`config.mk`:
```
export PLATFORM = sky130hd
export DESIGN_NAME = uart_rx
export DESIGN_NICKNAME = d
export VERILOG_FILES = /design/src/rtl/uart_rx.sv
export SDC_FILE = /design/constraint.sdc
export NUM_CORES = 1
export LEC_CHECK = 0
export ABC_CLOCK_PERIOD_IN_PS = 3800
export BUFFER_PORTS_ARGS = -buffer_cell sky130_fd_sc_hd__buf_2
export CAP_MARGIN = 25
export CORE_MARGIN = 8
export CORE_UTILIZATION = 50
export DETAILED_ROUTE_END_ITERATION = 16
export PLACE_DENSITY = 0.68
export SLEW_MARGIN = 10
export SYNTH_ARGS = -nofsm -noshare
export SYNTH_HDL_FRONTEND = slang
export SYNTH_SLANG_ARGS = --single-unit
```
`constraint.sdc`:
```
create_clock -name clk -period 3.8 [get_ports clk]
set_clock_uncertainty 0.1 [all_clocks]
set_input_delay 0.76 -clock clk [delete_from_list [all_inputs] [get_ports clk]]
set_output_delay 0.76 -clock clk [all_outputs]
set_load 0.1 [all_outputs]
```
`src/rtl/uart_rx.sv`:
```
// uart_rx: oversampling UART receiver (16x baud), LSB-first framing.
//
// The serial line is brought through a 2-flop synchronizer, then sampled by an
// FSM stepped by a free-running oversample tick. The start bit is confirmed at
// its midpoint, each data bit is sampled 16 ticks later (bit centre), and the
// stop bit SB_TICK ticks after the last data bit.
//
// Parameters:
//   DBIT     - data bits per frame
//   SB_TICK  - oversample ticks in the stop bit (at most 16)
//   BAUD_DIV - clk cycles per oversample tick
//
// Ports:
//   clk        - system clock, rising edge
//   reset      - asynchronous active-low reset
//   rx         - serial input, asynchronous, idles high
//   d_out      - last received data word, held until the next frame completes
//   rx_done    - one-cycle pulse when a frame completes
//   frame_err  - 1 when the last frame had a low stop bit
//   parity_err - (UART_RX_PARITY_EN only) 1 when the last frame failed even parity
//
// Build option:
//   UART_RX_PARITY_EN - adds an even-parity bit between the data and stop bits
//                       plus the parity_err output. Undefined gives 8N1 framing.

module uart_rx #(
    parameter int unsigned DBIT     = 8,
    parameter int unsigned SB_TICK  = 16,
    parameter int unsigned BAUD_DIV = 163
) (
    input  logic            clk,
    input  logic            reset,
    input  logic            rx,
    output logic [DBIT-1:0] d_out,
    output logic            rx_done,
    output logic            frame_err
`ifdef UART_RX_PARITY_EN
    ,
    output logic            parity_err
`endif
);

    localparam int unsigned CntW = (BAUD_DIV > 1) ? $clog2(BAUD_DIV) : 1;
    localparam int unsigned NW   = (DBIT > 1) ? $clog2(DBIT) : 1;

    localparam logic [CntW-1:0] CntMax = CntW'(BAUD_DIV - 1);
    localparam logic [NW-1:0]   NLast  = NW'(DBIT - 1);
    localparam logic [3:0]      SLast  = 4'(SB_TICK - 1);

`ifdef UART_RX_PARITY_EN
    typedef enum logic [2:0] {StIdle, StStart, StData, StParity, StStop} state_e;
`else
    typedef enum logic [1:0] {StIdle, StStart, StData, StStop} state_e;
`endif

    // ------------------------------------------------------------------
    // Input synchronizer; resets to the idle (high) line level
    // ------------------------------------------------------------------
    logic rx_meta_q;
    logic rx_s;

    always_ff @(posedge clk or negedge reset) begin
        if (!reset) begin
            rx_meta_q <= 1'b1;
            rx_s      <= 1'b1;
        end else begin
            rx_meta_q <= rx;
            rx_s      <= rx_meta_q;
        end
    end

    // ------------------------------------------------------------------
    // Free-running oversample tick generator
    // ------------------------------------------------------------------
    logic [CntW-1:0] cnt_q;
    logic [CntW-1:0] cnt_d;
    logic            tick;

    assign tick  = (cnt_q == CntMax);
    assign cnt_d = tick ? '0 : cnt_q + 1'b1;

    always_ff @(posedge clk or negedge reset) begin
        if (!reset) begin
            cnt_q <= '0;
        end else begin
            cnt_q <= cnt_d;
        end
    end

    // ------------------------------------------------------------------
    // Receive FSM
    // ------------------------------------------------------------------
    state_e          state_q, state_d;
    logic [3:0]      s_q, s_d;
    logic [NW-1:0]   n_q, n_d;
    logic [DBIT-1:0] b_q, b_d;
    logic [DBIT-1:0] d_out_q, d_out_d;
    logic            ferr_q, ferr_d;
    logic            done_q, done_d;
`ifdef UART_RX_PARITY_EN
    logic            par_q, par_d;
    logic            perr_q, perr_d;
`endif

    always_comb begin
        state_d = state_q;
        s_d     = s_q;
        n_d     = n_q;
        b_d     = b_q;
        d_out_d = d_out_q;
        ferr_d  = ferr_q;
        done_d  = 1'b0;
`ifdef UART_RX_PARITY_EN
        par_d   = par_q;
        perr_d  = perr_q;
`endif

        unique case (state_q)
            // No tick qualification here: a start edge seen on the very cycle
            // IDLE is re-entered is taken, so back-to-back frames are not lost.
            StIdle: begin
                if (!rx_s) begin
                    state_d = StStart;
                    s_d     = '0;
                end
            end

            // Confirm the start bit at its midpoint; a high line there is a glitch.
            StStart: begin
                if (tick) begin
                    if (s_q == 4'd7) begin
                        if (!rx_s) begin
                            state_d = StData;
                            s_d     = '0;
                            n_d     = '0;
                        end else begin
                            state_d = StIdle;
                        end
                    end else begin
                        s_d = s_q + 4'd1;
                    end
                end
            end

            // Sample each data bit at its centre, LSB first into the MSB end.
            StData: begin
                if (tick) begin
                    if (s_q == 4'd15) begin
                        s_d = '0;
                        b_d = DBIT'({rx_s, b_q} >> 1);
                        if (n_q == NLast) begin
`ifdef UART_RX_PARITY_EN
                            state_d = StParity;
`else
                            state_d = StStop;
`endif
                        end else begin
                            n_d = n_q + 1'b1;
                        end
                    end else begin
                        s_d = s_q + 4'd1;
                    end
                end
            end

`ifdef UART_RX_PARITY_EN
            StParity: begin
                if (tick) begin
                    if (s_q == 4'd15) begin
                        s_d     = '0;
                        par_d   = rx_s;
                        state_d = StStop;
                    end else begin
                        s_d = s_q + 4'd1;
                    end
                end
            end
`endif

            // Deliver the word even on a bad stop bit; frame_err flags it.
            StStop: begin
                if (tick) begin
                    if (s_q == SLast) begin
                        d_out_d = b_q;
                        ferr_d  = ~rx_s;
                        done_d  = 1'b1;
`ifdef UART_RX_PARITY_EN
                        perr_d  = ^{b_q, par_q};
`endif
                        state_d = StIdle;
                    end else begin
                        s_d = s_q + 4'd1;
                    end
                end
            end

            default: begin
                state_d = StIdle;
            end
        endcase
    end

    always_ff @(posedge clk or negedge reset) begin
        if (!reset) begin
            state_q <= StIdle;
            s_q     <= '0;
            n_q     <= '0;
            b_q     <= '0;
            d_out_q <= '0;
            ferr_q  <= 1'b0;
            done_q  <= 1'b0;
`ifdef UART_RX_PARITY_EN
            par_q   <= 1'b0;
            perr_q  <= 1'b0;
`endif
        end else begin
            state_q <= state_d;
            s_q     <= s_d;
            n_q     <= n_d;
            b_q     <= b_d;
            d_out_q <= d_out_d;
            ferr_q  <= ferr_d;
            done_q  <= done_d;
`ifdef UART_RX_PARITY_EN
            par_q   <= par_d;
            perr_q  <= perr_d;
`endif
        end
    end

    assign d_out     = d_out_q;
    assign rx_done   = done_q;
    assign frame_err = ferr_q;
`ifdef UART_RX_PARITY_EN
    assign parity_err = perr_q;
`endif

endmodule

```
==> results of run 1 <==
-- worst paths after layout --
path,from,to,slack [ps],cells past startpoint
max,cnt_q[0],d_out[7],1710,5
min,rx_meta_q,rx_s,270,0
max reg2reg,cnt_q[0],d_out[7],1710,5
min reg2reg,rx_meta_q,rx_s,270,0
max in group asynchronous,reset,async pin,2750,1
min in group asynchronous,reset,d_out[1],350,1
-- cell families after synthesis --
family                     count (synthesis)  share of synthesized area (%)
AOI/OAI and AO/OA                         22                           8.47
buffers and inverters                     10                           3.01
adders and majority gates                  5                           3.59
xor gates and xnor gates                   7                           3.52
muxes                                     18                           11.5
DFF                                       37                           53.2
and+or+nand+nor                           46                           16.6
-- layout by cell type (no fill, tap or decap), types with 2 or more instances in the layout --
cell type	n
dfrtp_1	35
mux2_2	17
nand3_1	13
buf_2	12
o21ai_0	8
nor2_1	7
xnor2_1	6
inv_1	5
ha_1	5
clkbuf_4	5
nand4_1	4
a21oi_1	4
and3_1	3
nor2b_1	3
nand2_1	3
nor3_4	2
a22o_1	2
nand2b_1	2
bufinv_16	2
dfstp_2	2
-- power by group through the flow --
stage               combinational [mW]  clock, mW  sequential, mW
finish                         0.00910      0.351           0.397
CTS                            0.00984      0.354           0.397
global placement               0.00949          0           0.404
global route                    0.0116      0.373           0.397
detailed placement             0.00985          0           0.404
floorplan                      0.00110          0           0.404
-- routing by layer --
layer  part of all wire [%]  wire [microns]  vias to the layer above  GRT usage [%]
met5                      0               0                        -              0
met4                    2.3              68                        0           7.39
met3                    5.1             154                        7           3.46
met2                     46            1390                       25           18.7
met1                     46            1380                      573           14.7
li1                       -               -                      553              -
-- area by class of cell --
cell class	instances	area, sq um	share of cell area (%)
tap	46	57.6	2.98
clock buffer	5	37.5	1.94
clock inverter	3	68.8	3.56
sequential	37	928	48.0
multi-input combinational	98	763	39.5
inverter	5	18.8	0.970
timing repair buffer	12	60.1	3.10
-- worst max-delay path, stage by stage, from the launching register on --
cell,delay [ps]
dfrtp_1,440
inv_1,70
ha_1,160
and4b_4,290
nand4_1,470
mux2_2,460
-- through the flow --
stage	area, sq um	utilization, %	hold WS (ps)
6_report	1930	58.0	270
5_1_grt	1930	58.0	278
4_1_cts	1930	58.0	273
3_5_place_dp	1830	54.8	256
3_3_place_gp	1830	54.8	250
2_1_floorplan	1740	-	245
-- flip-flops by register name, summed over array words and instances, names as in the netlist, named ones only --
register,flops
b_q,8
cnt_q,8
d_out,8
frame_err,1
n_q,3
rx_done,1
rx_meta_q,1
rx_s,1
s_q,4
state_q,1
==> results.md, run 1 <==
* Total negative slack at 0 ps
* CTS Buffer Depth at 2
* Fill cell count at approximately 290
* Post-place setup slack at ~1700 ps
* CP Data Arrival Time at 2230 ps
* Synth cell count leaders: 35 x dfrtp_1, 17 x mux2_2, 13 x nand3_1, 8 x o21ai_0, 7 x nor2_1
* TritonCTS Sinks at 37
* Ports at 13
* Worst EP required at just under 4000 ps
* CTS tree: built
* Yosys top cell area share at around 50%
* Post-synthesis cell count at around 150
* GP Congestion at ~0.9
* Post-synth cell types at 39
* Antenna violation net count after detailed routing at 0
* Post-CTS Setup Bufs at 0
* Outcome: completed
* Root Buffer: clkbuf_4
* DRC at 0
* Area grow syn2layout at 10.9%
* Sw Pwr at 0.153 mW
* Async S/R FF share, synth at 100%
* Grt ovf at 0
* Initial antenna violation count at 0
* Setup violation total in the final timing report at 0
* EDFF count, synth at 0
* Measured slew at the worst slew-check pin at between 700 and 800 ps
* Ys Warns at 0
* Gr usage total at approximately an eighth
* Initial detailed-routing violation count at 17
* Kind of end point of the critical path: flop
* MaxCap Viol Count at 0
* Internal power at just over 0.6 mW
* Leakage at about 0.96 nW
* Most frequent cell after synthesis: dfrtp_1
* Placed Cells at around 200
* Die Area at 5630 sq um
* Top cells by area, synth: dfrtp_1 50%, mux2_2 11%, nand3_1 3.7%
* Routed WL per cell at around 15 microns
* Final HPWL DP at between 2000 and 2500 microns
* Row cnt at 21
* Post-synthesis cell type with the largest combined area: dfrtp_1
* Largest net degree at the start of global routing at 38
* Aggregate routed wire length at 3000 microns
* P per Cell Area at around 400 nW/um^2
* Mapped cell area at approximately 1700 sq um
* Minimum clock period at ~2100 ps
* Finished Layout Cells at around 200
* Die Wd at 75.1 microns
* Fmax at ~480 MHz
* Post_cts resized at 0
* Relative slew slack at 48.8%
* Tot Pwr at approximately 0.76 mW
* RSZ-0062 raised after global routing: no
* Critical path class: reg -> reg
* Layout cells sized above 1 at about 28%
* Sequential area share after synthesis at about 53%
* Switching Fraction at about 20%
* CP Launch Type: flop
* Initial Util at between 50% and 60%
* Gate power share at 1.2%
* TritonRoute pass-1 iters at 4
* Syn avg cell area at roughly 12 sq um
* Later-pin clock latency in the skew report at 360 ps
* Clk slew on worst S/H paths at between 100 and 150 ps
* Final setup slack of the worst path at about 1700 ps
* Hold Fails Final Rpt at 0
* Worst Path Max Fanout at 11
* Via count at approximately 1200
* Port-buffer cells at 12
* Mapped Nets at ~150
* Max VDD drop at 0.297 mV
* Final nets at 167
* Slew Viols, Final at 0
* Fin crit share at 54.9%
* Ys flop type: dfrtp_1
* Seq pwr share at 52.4%
* CTS H-Tree Depth at 2
* Vias in the first global route at about 1100
* Cts hold-fix bufs at 0
* ANT cells at 0
* Flops & latches, synth at 37
* Power share of the clock group at between 40% and 50%
* Hold Crit Class: reg -> reg
* CTS Buf Count at 5
* First-pass GRT wire length at roughly 5100 microns
* Core area at about 3300 sq um
* Via-to-Cell Ratio at ~5.6
* Die Y at approximately 75 microns
No activity file was read; power rests on OpenSTA's default activity.
==> run 2: changes to the inputs <==
ABC_CLOCK_PERIOD_IN_PS = 2100   (was 3800)
clock period = 2.1 ns   (was 3.8 ns; I/O delays follow)
==> run 2 against run 1 <==
  * Flip-flop and latch count unchanged
  * Design area about the same
  * Largest power group unchanged
  * Hold slack worse by 210 ps
  * Utilization about the same
  * Maximum frequency up 4.4%
==> results.md, run 2 (synthesis gave the netlist of run 1 again) <==
* Vias in the first global route at ~1200
* Critical Path Sink: n_q[0]
* Fin crit share at 95.1%
* Outcome: completed
* Row cnt at 21
* Initial antenna violation count at 0
* Minimum clock period at about 2000 ps
* Clk slew on worst S/H paths at around 100 ps
* R2r worst-path depth at 6
* Setup violation total in the final timing report at 0
* CP Data Arrival Time at 2170 ps
* Critical path class: reg -> reg
* Worst hold slack at approximately 58 ps
* Final Instance Area at 1940 sq um
* Cts hold-fix bufs at 0
* Hold Fails Final Rpt at 0
* Core area at about 3300 sq um
* Worst Path Max Fanout at 4
* Most frequent cells in the layout: 35 x dfrtp_1, 17 x mux2_2, 13 x nand3_1, 12 x buf_2, 8 x o21ai_0
* Slew Viols, Final at 0
* Hold Crit Class: in -> async
* Kind of end point of the critical path: flop
* TritonCTS Sinks at 37
* Routed WL per cell at around 14 microns
* Finished Layout Cells at 209
* Crit path buffers/inverters at 0
* Post-CTS Setup Bufs at 0
* Reg2reg setup slack at ~100 ps
* Placed Cells at 201
* Via-to-Cell Ratio at about 5.6
* Leakage at ~0.96 nW
* Slowest cell on crit path: or4_1
* Largest net degree at the start of global routing at 38
* CTS H-Tree Depth at 2
* Root Buffer: clkbuf_4
* Critical Path Most Common Cell: ha_1
* Dpl cell area at between 1500 and 2000 sq um
* Final HPWL DP at ~2200 microns
* Aggregate routed wire length at roughly 3000 microns
* Crit path from: n_q[0]
* Measured slew at the worst slew-check pin at ~800 ps
* CTS tree: built
* Fmax at around 500 MHz
* RR Endpoint: n_q[0]
* MaxCap Viol Count at 0
* DRC at 0
* Final Util at about three fifths
* Fill cell count at between 200 and 300
* CTS Buffer Depth at 2
* ANT cells at 0
* GP Congestion at between 0.7 and 0.8
* Later-pin clock latency in the skew report at approximately 330 ps
* Die Wd at between 70 and 80 microns
* CTS Buf Count at 5
* Final nets at between 150 and 200
* Total negative slack at 0 ps
* Post-place setup slack at between 90 and 100 ps
* Slowest cell delay on critical path at approximately 440 ps
* First-pass GRT wire length at approximately 5500 microns
* Relative slew slack at between 40% and 50%
* Commonest non-fill, non-tap cell in the layout: dfrtp_1
* P per Cell Area at 643 nW/um^2
* Area of the multi-input gates at between 700 and 800 sq um
* Final setup slack of the worst path at between 100 and 150 ps
* Worst EP required at between 2000 and 2500 ps
* Die Area at roughly 5600 sq um
* Gr usage total at 12.6%
* Initial Util at around 52%
* RSZ-0062 raised after global routing: no
* Port-buffer cells at 12
* Area grow syn2layout at 11.0%
* FF-to-FF Start: n_q[0]
* CP Launch Type: flop
* Critical path depth at 6
* Antenna violation net count after detailed routing at 0
* Max VDD drop at between 0.3 and 0.4 mV
* CP Cell Sequence: ha_1 -> ha_1 -> and4bb_2 -> o21ai_0 -> or4_1 -> nand3_1
* Layout cells sized above 1 at ~29%
* Die Y at 75.1 microns
* CP top delay family: simple AND/OR/NAND/NOR gates
* TritonRoute pass-1 iters at 4
* Seq. cell area at between 900 and 1000 sq um
* Tot Pwr at roughly 1.2 mW
* Initial detailed-routing violation count at between 50 and 60
* Grt ovf at 0
* Ports at 13
* Via count at around 1200
-- run 2: changes by cell type in the layout (fill, tap and decap cells not counted) --
cell and change:
inv_6 -1, clkbuf_8 +1, buf_4 +3, clkbuf_1 +1
bufinv_16 -1
-- run 2: layout make-up --
cell class	instances	share of cell area, %
multi-input combinational	98	39.4
clock inverter	1	1.55
sequential	37	48.0
clock buffer	7	2.84
inverter	5	0.970
timing repair buffer	15	4.27
tap	46	2.97
-- run 2: repair_timing --
action	CTS	global route
hold endpoints to repair	0	0
gates resized for setup	0	0
setup endpoints to repair	0	6
-- run 2: worst min path at each step --
stage | startpoint | end | slack [ps] | depth (start not counted)
floorplan | reset | async pin | 20 | 0
global placement | rx_meta_q | rx_s | 250 | 0
detailed placement | rx_meta_q | rx_s | 250 | 0
CTS | rx | rx_meta_q | 50 | 1
global route | rx | rx_meta_q | 50 | 1
finish | reset | cnt_q[6] | 60 | 1
-- run 2: where the power goes --
group          internal, mW  switching (mW)  leakage, nW
Combinational       0.00224          0.0147        0.428
Clock                 0.284           0.225       0.0455
Sequential            0.716         0.00192        0.491
Total                  1.00           0.242        0.964
-- run 2: layer usage --
| metal | track usage (%) | up-vias | share of wire [%] |
|---|---|---|---|
| met5 | 0 | - | 0 |
| met1 | 14.7 | 577 | 44 |
| met3 | 4.93 | 7 | 7.0 |
| met4 | 7.39 | 0 | 2.1 |
| met2 | 19.0 | 26 | 47 |
| li1 | - | 557 | - |
